<file path="src/rtl/xcvr_bus_ctrl.sv">
// xcvr_bus_ctrl
//   Sequencing controller and two-way arbiter for a single 8-bit octal bus
//   transceiver (dir / g_n pair) sitting between the local A-side bus and the
//   system B-side bus. A CPU and a DMA engine share the transceiver. Each
//   transfer runs IDLE -> SETUP -> ACTIVE -> TURN -> IDLE. The direction only
//   changes while the transceiver has already been disabled for a full cycle,
//   so the two sides can never drive the bus at the same time.
//
// Ports
//   clk        system clock, rising edge
//   reset_n    asynchronous active-low reset
//   cpu_req    CPU transfer request (held until cpu_done)
//   cpu_wr     CPU direction, 1 = write (A->B), 0 = read (B->A)
//   cpu_gnt    CPU owns the transceiver
//   cpu_done   one-cycle completion pulse to the CPU
//   dma_req    DMA transfer request
//   dma_wr     DMA direction, same encoding as cpu_wr
//   dma_gnt    DMA owns the transceiver
//   dma_done   one-cycle completion pulse to the DMA
//   rdy        system bus ready
//   dir        transceiver direction, 1 = A->B, 0 = B->A
//   g_n        transceiver enable, active low
//   busy       controller is not idle
//   err        one-cycle timeout pulse, coincident with the done pulse
module xcvr_bus_ctrl #(
  parameter int MIN_ACTIVE  = 2,   // minimum g_n-low cycles per transfer (1..15)
  parameter int TURN_CYCLES = 1,   // forced g_n-high cycles after a transfer (1..7)
  parameter int TIMEOUT     = 255  // ACTIVE cycle limit before abort (> MIN_ACTIVE, <= 255)
) (
  input  logic clk,
  input  logic reset_n,
  input  logic cpu_req,
  input  logic cpu_wr,
  output logic cpu_gnt,
  output logic cpu_done,
  input  logic dma_req,
  input  logic dma_wr,
  output logic dma_gnt,
  output logic dma_done,
  input  logic rdy,
  output logic dir,
  output logic g_n,
  output logic busy,
  output logic err
);

  localparam logic [7:0] MIN_C     = 8'(MIN_ACTIVE);
  localparam logic [7:0] TIMEOUT_C = 8'(TIMEOUT);
  localparam logic [2:0] TURN_C    = 3'(TURN_CYCLES);

  typedef enum logic [1:0] {
    IDLE   = 2'd0,
    SETUP  = 2'd1,
    ACTIVE = 2'd2,
    TURN   = 2'd3
  } state_t;

  state_t     state_reg, state_next;
  logic       owner_dma_reg, owner_dma_next;  // owner of the current transfer
  logic       wr_reg, wr_next;                // latched direction of the owner
  logic       last_dma_reg, last_dma_next;    // owner of the most recent transfer
  logic [7:0] act_cnt_reg, act_cnt_next;
  logic [2:0] turn_cnt_reg, turn_cnt_next;

  logic cpu_gnt_next, dma_gnt_next, cpu_done_next, dma_done_next;
  logic dir_next, g_n_next, busy_next, err_next;
  logic done_any, pick_dma;

  always_ff @(posedge clk or negedge reset_n) begin
    if (!reset_n) begin
      state_reg     <= IDLE;
      owner_dma_reg <= 1'b0;
      wr_reg        <= 1'b0;
      last_dma_reg  <= 1'b0;
      act_cnt_reg   <= 8'd0;
      turn_cnt_reg  <= 3'd0;
      cpu_gnt       <= 1'b0;
      dma_gnt       <= 1'b0;
      cpu_done      <= 1'b0;
      dma_done      <= 1'b0;
      dir           <= 1'b0;
      g_n           <= 1'b1;
      busy          <= 1'b0;
      err           <= 1'b0;
    end else begin
      state_reg     <= state_next;
      owner_dma_reg <= owner_dma_next;
      wr_reg        <= wr_next;
      last_dma_reg  <= last_dma_next;
      act_cnt_reg   <= act_cnt_next;
      turn_cnt_reg  <= turn_cnt_next;
      cpu_gnt       <= cpu_gnt_next;
      dma_gnt       <= dma_gnt_next;
      cpu_done      <= cpu_done_next;
      dma_done      <= dma_done_next;
      dir           <= dir_next;
      g_n           <= g_n_next;
      busy          <= busy_next;
      err           <= err_next;
    end
  end

  always_comb begin
    state_next     = state_reg;
    owner_dma_next = owner_dma_reg;
    wr_next        = wr_reg;
    last_dma_next  = last_dma_reg;
    act_cnt_next   = act_cnt_reg;
    turn_cnt_next  = turn_cnt_reg;
    done_any       = 1'b0;
    err_next       = 1'b0;
    pick_dma       = 1'b0;

    case (state_reg)
      IDLE: begin
        act_cnt_next  = 8'd0;
        turn_cnt_next = 3'd0;
        if (cpu_req || dma_req) begin
          // DMA has priority except right after its own transfer when the
          // CPU is waiting, which makes contention alternate.
          pick_dma       = dma_req && !(last_dma_reg && cpu_req);
          owner_dma_next = pick_dma;
          wr_next        = pick_dma ? dma_wr : cpu_wr;
          last_dma_next  = pick_dma;
          state_next     = SETUP;
        end
      end
      SETUP: begin
        act_cnt_next = 8'd1;
        state_next   = ACTIVE;
      end
      ACTIVE: begin
        if (act_cnt_reg >= MIN_C && rdy) begin
          done_any      = 1'b1;
          turn_cnt_next = 3'd1;
          state_next    = TURN;
        end else if (act_cnt_reg == TIMEOUT_C) begin
          done_any      = 1'b1;
          err_next      = 1'b1;
          turn_cnt_next = 3'd1;
          state_next    = TURN;
        end else begin
          act_cnt_next = act_cnt_reg + 8'd1;
        end
      end
      TURN: begin
        if (turn_cnt_reg == TURN_C) begin
          state_next = IDLE;
        end else begin
          turn_cnt_next = turn_cnt_reg + 3'd1;
        end
      end
      default: state_next = IDLE;
    endcase

    // Outputs are decoded from the next state and registered, so they line
    // up cycle-for-cycle with the state they describe.
    busy_next     = (state_next != IDLE);
    g_n_next      = (state_next != ACTIVE);
    // wr_next only changes on the IDLE->SETUP edge, where g_n has already
    // been high for the TURN and IDLE cycles.
    dir_next      = wr_next;
    cpu_gnt_next  = busy_next && !owner_dma_next;
    dma_gnt_next  = busy_next && owner_dma_next;
    cpu_done_next = done_any && !owner_dma_next;
    dma_done_next = done_any && owner_dma_next;
  end

endmodule

</file>
<file path="config.mk">
export PLATFORM = sky130hd
export DESIGN_NAME = xcvr_bus_ctrl
export DESIGN_NICKNAME = d
export VERILOG_FILES = /design/src/rtl/xcvr_bus_ctrl.sv
export SDC_FILE = /design/constraint.sdc
export NUM_CORES = 1
export LEC_CHECK = 0
export CORE_AREA = 2 2 59 61
export CTS_CLUSTER_SIZE = 14
export DETAILED_ROUTE_END_ITERATION = 10
export DIE_AREA = 0 0 61 63
export GPL_TIMING_DRIVEN = 0
export HOLD_SLACK_MARGIN = 0.02
export PLACE_DENSITY = 0.71
export REMOVE_ABC_BUFFERS = 1
export SETUP_SLACK_MARGIN = 0.15
export SLEW_MARGIN = 20
export SYNTH_ARGS = -nofsm -noshare
export SYNTH_HDL_FRONTEND = slang
export SYNTH_SLANG_ARGS = --single-unit
</file>
<file path="constraint.sdc">
create_clock -name clk -period 3.65 [get_ports clk]
set_input_delay 0.365 -clock clk [delete_from_list [all_inputs] [get_ports clk]]
set_output_delay 0.365 -clock clk [all_outputs]
set_load 0.01 [all_outputs]
</file>
* Word-level counts from Yosys, hierarchy flattened
Index checks and enable logic that the tools add are counted.
** Storage, ports and cells
- Bits of input ports :: 7
- Word-level logic and storage cells :: 63
- Register bits :: 23
** Operators by class
- Magnitude comparators :: 1
- Mux-type cells :: 20
- Reduce and logical (&&, ||, !) cells :: 17
- Eq/ne operators :: 10
- Add/sub/neg operators :: 2
** Operator list (number)
- $pmux 8 s3 :: 1
- $mux 8 :: 2
- $mux 3 :: 3
- $pmux 3 s3 :: 1
- $add 8x1->8 const B :: 1
- $eq 8x8->1 const B :: 1
- $ge 8x2->1 const B :: 1
- $mux 1 :: 8
- $mux 2 :: 4
- $ne 2x2->1 const B :: 4
- $pmux 2 s4 :: 1
- $logic_and 1x1->1 :: 7
- $reduce_and 3->1 :: 2
- $reduce_bool 3->1 :: 2
- $eq 2x2->1 const B :: 2
- $add 3x1->3 const B :: 1
- $eq 3x1->1 const B :: 1
- $ne 3x3->1 const B :: 1
- $eq 2x1->1 const B :: 1
- $logic_not 1->1 :: 2
- $logic_not 2->1 :: 1
- $reduce_and 2->1 :: 1
- $reduce_bool 2->1 :: 1
- $logic_or 1x1->1 :: 1

* Logic depth before layout (Yosys ltp)
- Word-level depth :: 7
- Gate-level depth with buffers :: 7

* Worst setup path before layout
No wires, ideal clock.
- Path kind :: register -> register
- Start :: reg act_cnt_reg[0]
- End :: reg act_cnt_reg[2]
- Data arrival time :: 1.939 ns
- Clock period less this slack :: 2.080 ns
- Cell stages (with the launch flop) :: 8
- Path slack :: 1.570 ns
- Library setup time :: 0.142 ns
- Cells stage by stage :: dfrtp_1 > inv_1 > ha_1 > or4_1 > o21a_1 > buf_6 > o311ai_0 > o211ai_1
** On the way
- Cells in the longest elaborated chain, start to end :: 4
** Ends and longest elaborated chain
- from (decl) :: line 62 : logic [7:0] act_cnt_reg, act_cnt_next;
- from (signal assigned) :: line 90 : act_cnt_reg <= act_cnt_next;
- $add 8x1->8 / $ge 8x2->1 (equally long branches) :: line 143, 133
- $mux 8 / $logic_and 1x1->1 (equally long branches) :: line 137, 133
- $mux 8 / $ne 2x2->1 (equally long branches)
- $pmux 8 s3 / $reduce_and 3->1 (equally long branches)
Several ways; a longest one is shown, not always the timed one. The select of a mux whose other input is x is not followed.
A chain may end at the register's enable or synchronous reset.

* Final worst setup path
- Start :: reg act_cnt_reg[0]
- End :: reg turn_cnt_reg[2]
** On the way
- Cells in the longest elaborated chain, start to end :: 4
** Ends and longest elaborated chain
- $ge 8x2->1 :: line 133 : if (act_cnt_reg >= MIN_C && rdy) begin
- $logic_and 1x1->1 :: line 133
- $ne 3x3->1 (no line) / $mux 3 (equally long branches)
- $reduce_and 3->1 (no line) / $pmux 3 s3 (equally long branches)
- to (signal assigned) :: line 91 : turn_cnt_reg <= turn_cnt_next;
- to (decl) :: line 63 : logic [2:0] turn_cnt_reg, turn_cnt_next;
Several ways; a longest one is shown, not always the timed one.

==> out/metrics.csv <==
stage,metric,value,unit
cts,CTS H-tree lvls,1,
timing,Setup Skew,0.0109,ns
global_routing,largest net degree at the start of global routing,24,
logic_synthesis,part of the Yosys area used for sequential elements,0.413,
final_layout,max reg flops,8,
critical_path,Reg2Reg Depth,6,
logic_synthesis,"Avg Cell Area, Syn",9.37,µm²
logic_synthesis,Main synth FF type,dfrtp_1,
logic_synthesis,Synth Area in Adders,0.0896,
routing,wire per inst,14.7,µm
cts,Clock Tree Buf Depth,2,
die,die height,63,µm
routing,DR vias,1188,
power_and_ir_drop,total power,0.960,mW
logic_synthesis,Netlist cell types,47,
cts,clk sinks,23,
cts,Worst-path clk slew,0.14,ns
logic_synthesis,Synth Instances,149,
cts,Post-CTS Setup Bufs,0,
critical_path,crit-path max cell delay,0.56,ns
cts,CTS resizes,0,
routing,drt first pass iters,4,
final_layout,"commonest non-fill, non-tap cell in the layout",dfrtp_1,
routing,Met3 Wirelength,102,µm
logic_synthesis,synth top area cells,"dfrtp_1 (39%), ha_1 (9.0%), nand2_1 (4.6%), o211ai_1 (4.3%), inv_1 (2.7%)",
critical_path,critical path cell sequence,inv_1 -> ha_1 -> or4_1 -> o21a_1 -> o31a_1 -> a41o_1,
final_layout,Area Growth Syn to Fin,12.5,%
routing,vias per cell,5.80,
timing,max-slew violations,0,
timing,setup TNS,0,ns
power_and_ir_drop,Internal,0.562,mW
die,I/O Pins,15,
timing,RSZ-0062 raised after global routing,false,
power_and_ir_drop,P_leak,0.656,nW
timing,final hold vios,0,
timing,Slew HR,0.423,
critical_path,crit path DAT,2.62,ns
critical_path,"Slowest-stage cell, CP",or4_1,
die,core area,0.00323,mm²
logic_synthesis,number of flops mapped to enable cells by yosys,0,
placement,GP Congestion,0.882,
global_routing,first-pass GRT wire length,5280,µm
cts,root buf cell,clkbuf_4,
final_layout,FILL cells,322,
critical_path,critical path's top delay family,compound AO/OA/AOI/OAI gates,
cts,CTS tree,done,
logic_synthesis,Simple-Gate Fraction of Synth Area,0.203,
critical_path,crit path buf inv count,1,
cts,clock latency on the worst-skew pair,0.31,ns
global_routing,GRT Total Usage,0.177,
timing,final period utilization,0.658,
critical_path,CP max FO,13,
timing,Tmin final,2.40,ns
power_and_ir_drop,sequential share of power,0.374,
power_and_ir_drop,worst-case vdd ir drop,0.000185,V
placement,Port Buffers,14,
final_layout,diode count,0,
global_routing,grt ovf,0,
cts,TritonCTS Buffers,3,
routing,Antenna Violating Nets Remaining,0,
global_routing,vias in the first global route,1159,
die,Starting Density,0.432,
timing,Tightest Pin Transition,0.862,ns
routing,DR top layer,met4,
die,cell row count,21,
logic_synthesis,main combinational cell family by area after synthesis,compound AO/OA/AOI/OAI gates,
power_and_ir_drop,Switching Share,0.415,
final_layout,Final #Nets,177,
timing,Fin Hold WS,0.00185,ns
routing,final WL,3010,µm
logic_synthesis,Ys Warns,0,
timing,Finish-stage setup viols,0,
logic_synthesis,Seq cells post-synth,23,
routing,M1 WL,1360,µm
critical_path,"Worst Path Class, Setup",reg -> reg,
logic_synthesis,post-synth top area cell,dfrtp_1,
placement,hpwl dp,2130,µm
global_routing,antenna violations before repair,0,
routing,1st-iter DRT viols,59,
final_layout,share of layout cells above drive strength 1,0.0629,
routing,DRC viols,0,
final_layout,most frequent cells in the layout,"dfrtp_1 (22), nand2_1 (17), clkdlybuf4s50_1 (13)",
power_and_ir_drop,clock share of power,0.124,
cts,cts hold-fix bufs,0,
die,Die Footprint,0.00384,mm²
logic_synthesis,post-synthesis mux area share,0.0143,
critical_path,Crit. End Element,flop,
power_and_ir_drop,power density over the cells,611,mW/mm²
run_status,outcome,"complete, no violations",
logic_synthesis,post-synth top area share,0.394,
logic_synthesis,synthesized cell area,0.00140,mm²
critical_path,number of cells on the critical path,6,
critical_path,Worst Setup Start Kind,flop,
routing,metal2 WL,1510,µm
power_and_ir_drop,switching pwr,0.399,mW
timing,fmax,416,MHz
logic_synthesis,Synth Area in Compound Gates,0.220,
power_and_ir_drop,combinational power share,0.501,
die,die width,61,µm
run,max_cap viols,0,
critical_path,CP Data Required Time,3.87,ns
logic_synthesis,post-synthesis xor/xnor area fraction,0,
min_path,Min-Delay Path Class,in -> async,
logic_synthesis,ys async rst share,1.00,
[metal layers]
metal,track usage,vias to the layer above
met5,0,-
met4,0.0353,0
met3,0.0248,4
met2,0.304,32
met1,0.232,582
li1,-,570
[path summary, 6_finish.rpt]
check	end	slack [ns]	startpoint
min in group clk	wr_reg	0.49	wr_reg
max in group asynchronous	g_n	3.28	reset_n
min	busy	0.002	reset_n
max	turn_cnt_reg[2]	1.25	act_cnt_reg[0]
max reg2reg	turn_cnt_reg[2]	1.25	act_cnt_reg[0]
min reg2reg	wr_reg	0.49	wr_reg
[layout make-up]
cell class	instances	area, µm²	share of cell area
Inverter	10	37.5	0.0239
Timing Repair Buffer	14	135	0.0861
Tap cell	46	57.6	0.0367
Clock inverter	1	5.00	0.00319
Clock buffer	3	22.5	0.0143
Sequential cell	23	577	0.367
Multi-Input combinational cell	108	736	0.469
[stage by stage]
| step | area, µm² | instances | worst slack, ns | utilization |
|---|---|---|---|---|
| detailed placement | 1550 | 201 | 1.26 | 0.479 |
| floorplan | 1350 | 141 | 1.51 | - |
| global route | 1570 | 205 | 1.12 | 0.486 |
| finish | 1570 | 205 | 1.25 | 0.486 |
| CTS | 1580 | 205 | 1.25 | 0.487 |
| global placement | 1550 | 201 | 1.34 | 0.479 |
[logic make-up (layout without fill, tap and decap cells)]
group	count (synthesis)	count (layout)
compound gates	42	42
fa+ha+maj	10	10
buf+inv	18	28
flops	23	23
mux	2	2
simple gates	54	54
[power by group through the flow]
stage,registers (mW),logic (mW),clock network [mW]
after floorplan,0.369,0.322,0
after global placement,0.362,0.459,0
after detailed placement,0.366,0.483,0
after CTS,0.361,0.484,0.123
after global routing,0.369,0.546,0.137
final,0.359,0.481,0.119
[synthesized netlist by cell type (3+ instances only)]
| library cell | count |
|---|---|
| o311ai_0 | 3 |
| and2_1 | 3 |
| nand2_1 | 17 |
| nand2b_1 | 3 |
| o21ai_0 | 6 |
| ha_1 | 10 |
| nand4_1 | 4 |
| a31oi_1 | 3 |
| dfrtp_1 | 22 |
| clkbuf_1 | 5 |
| inv_1 | 10 |
| nand3_1 | 3 |
| a21oi_1 | 3 |
| nor3_1 | 3 |
| nor2_1 | 8 |
| o211ai_1 | 8 |
Power figures use the tool's default switching activity.
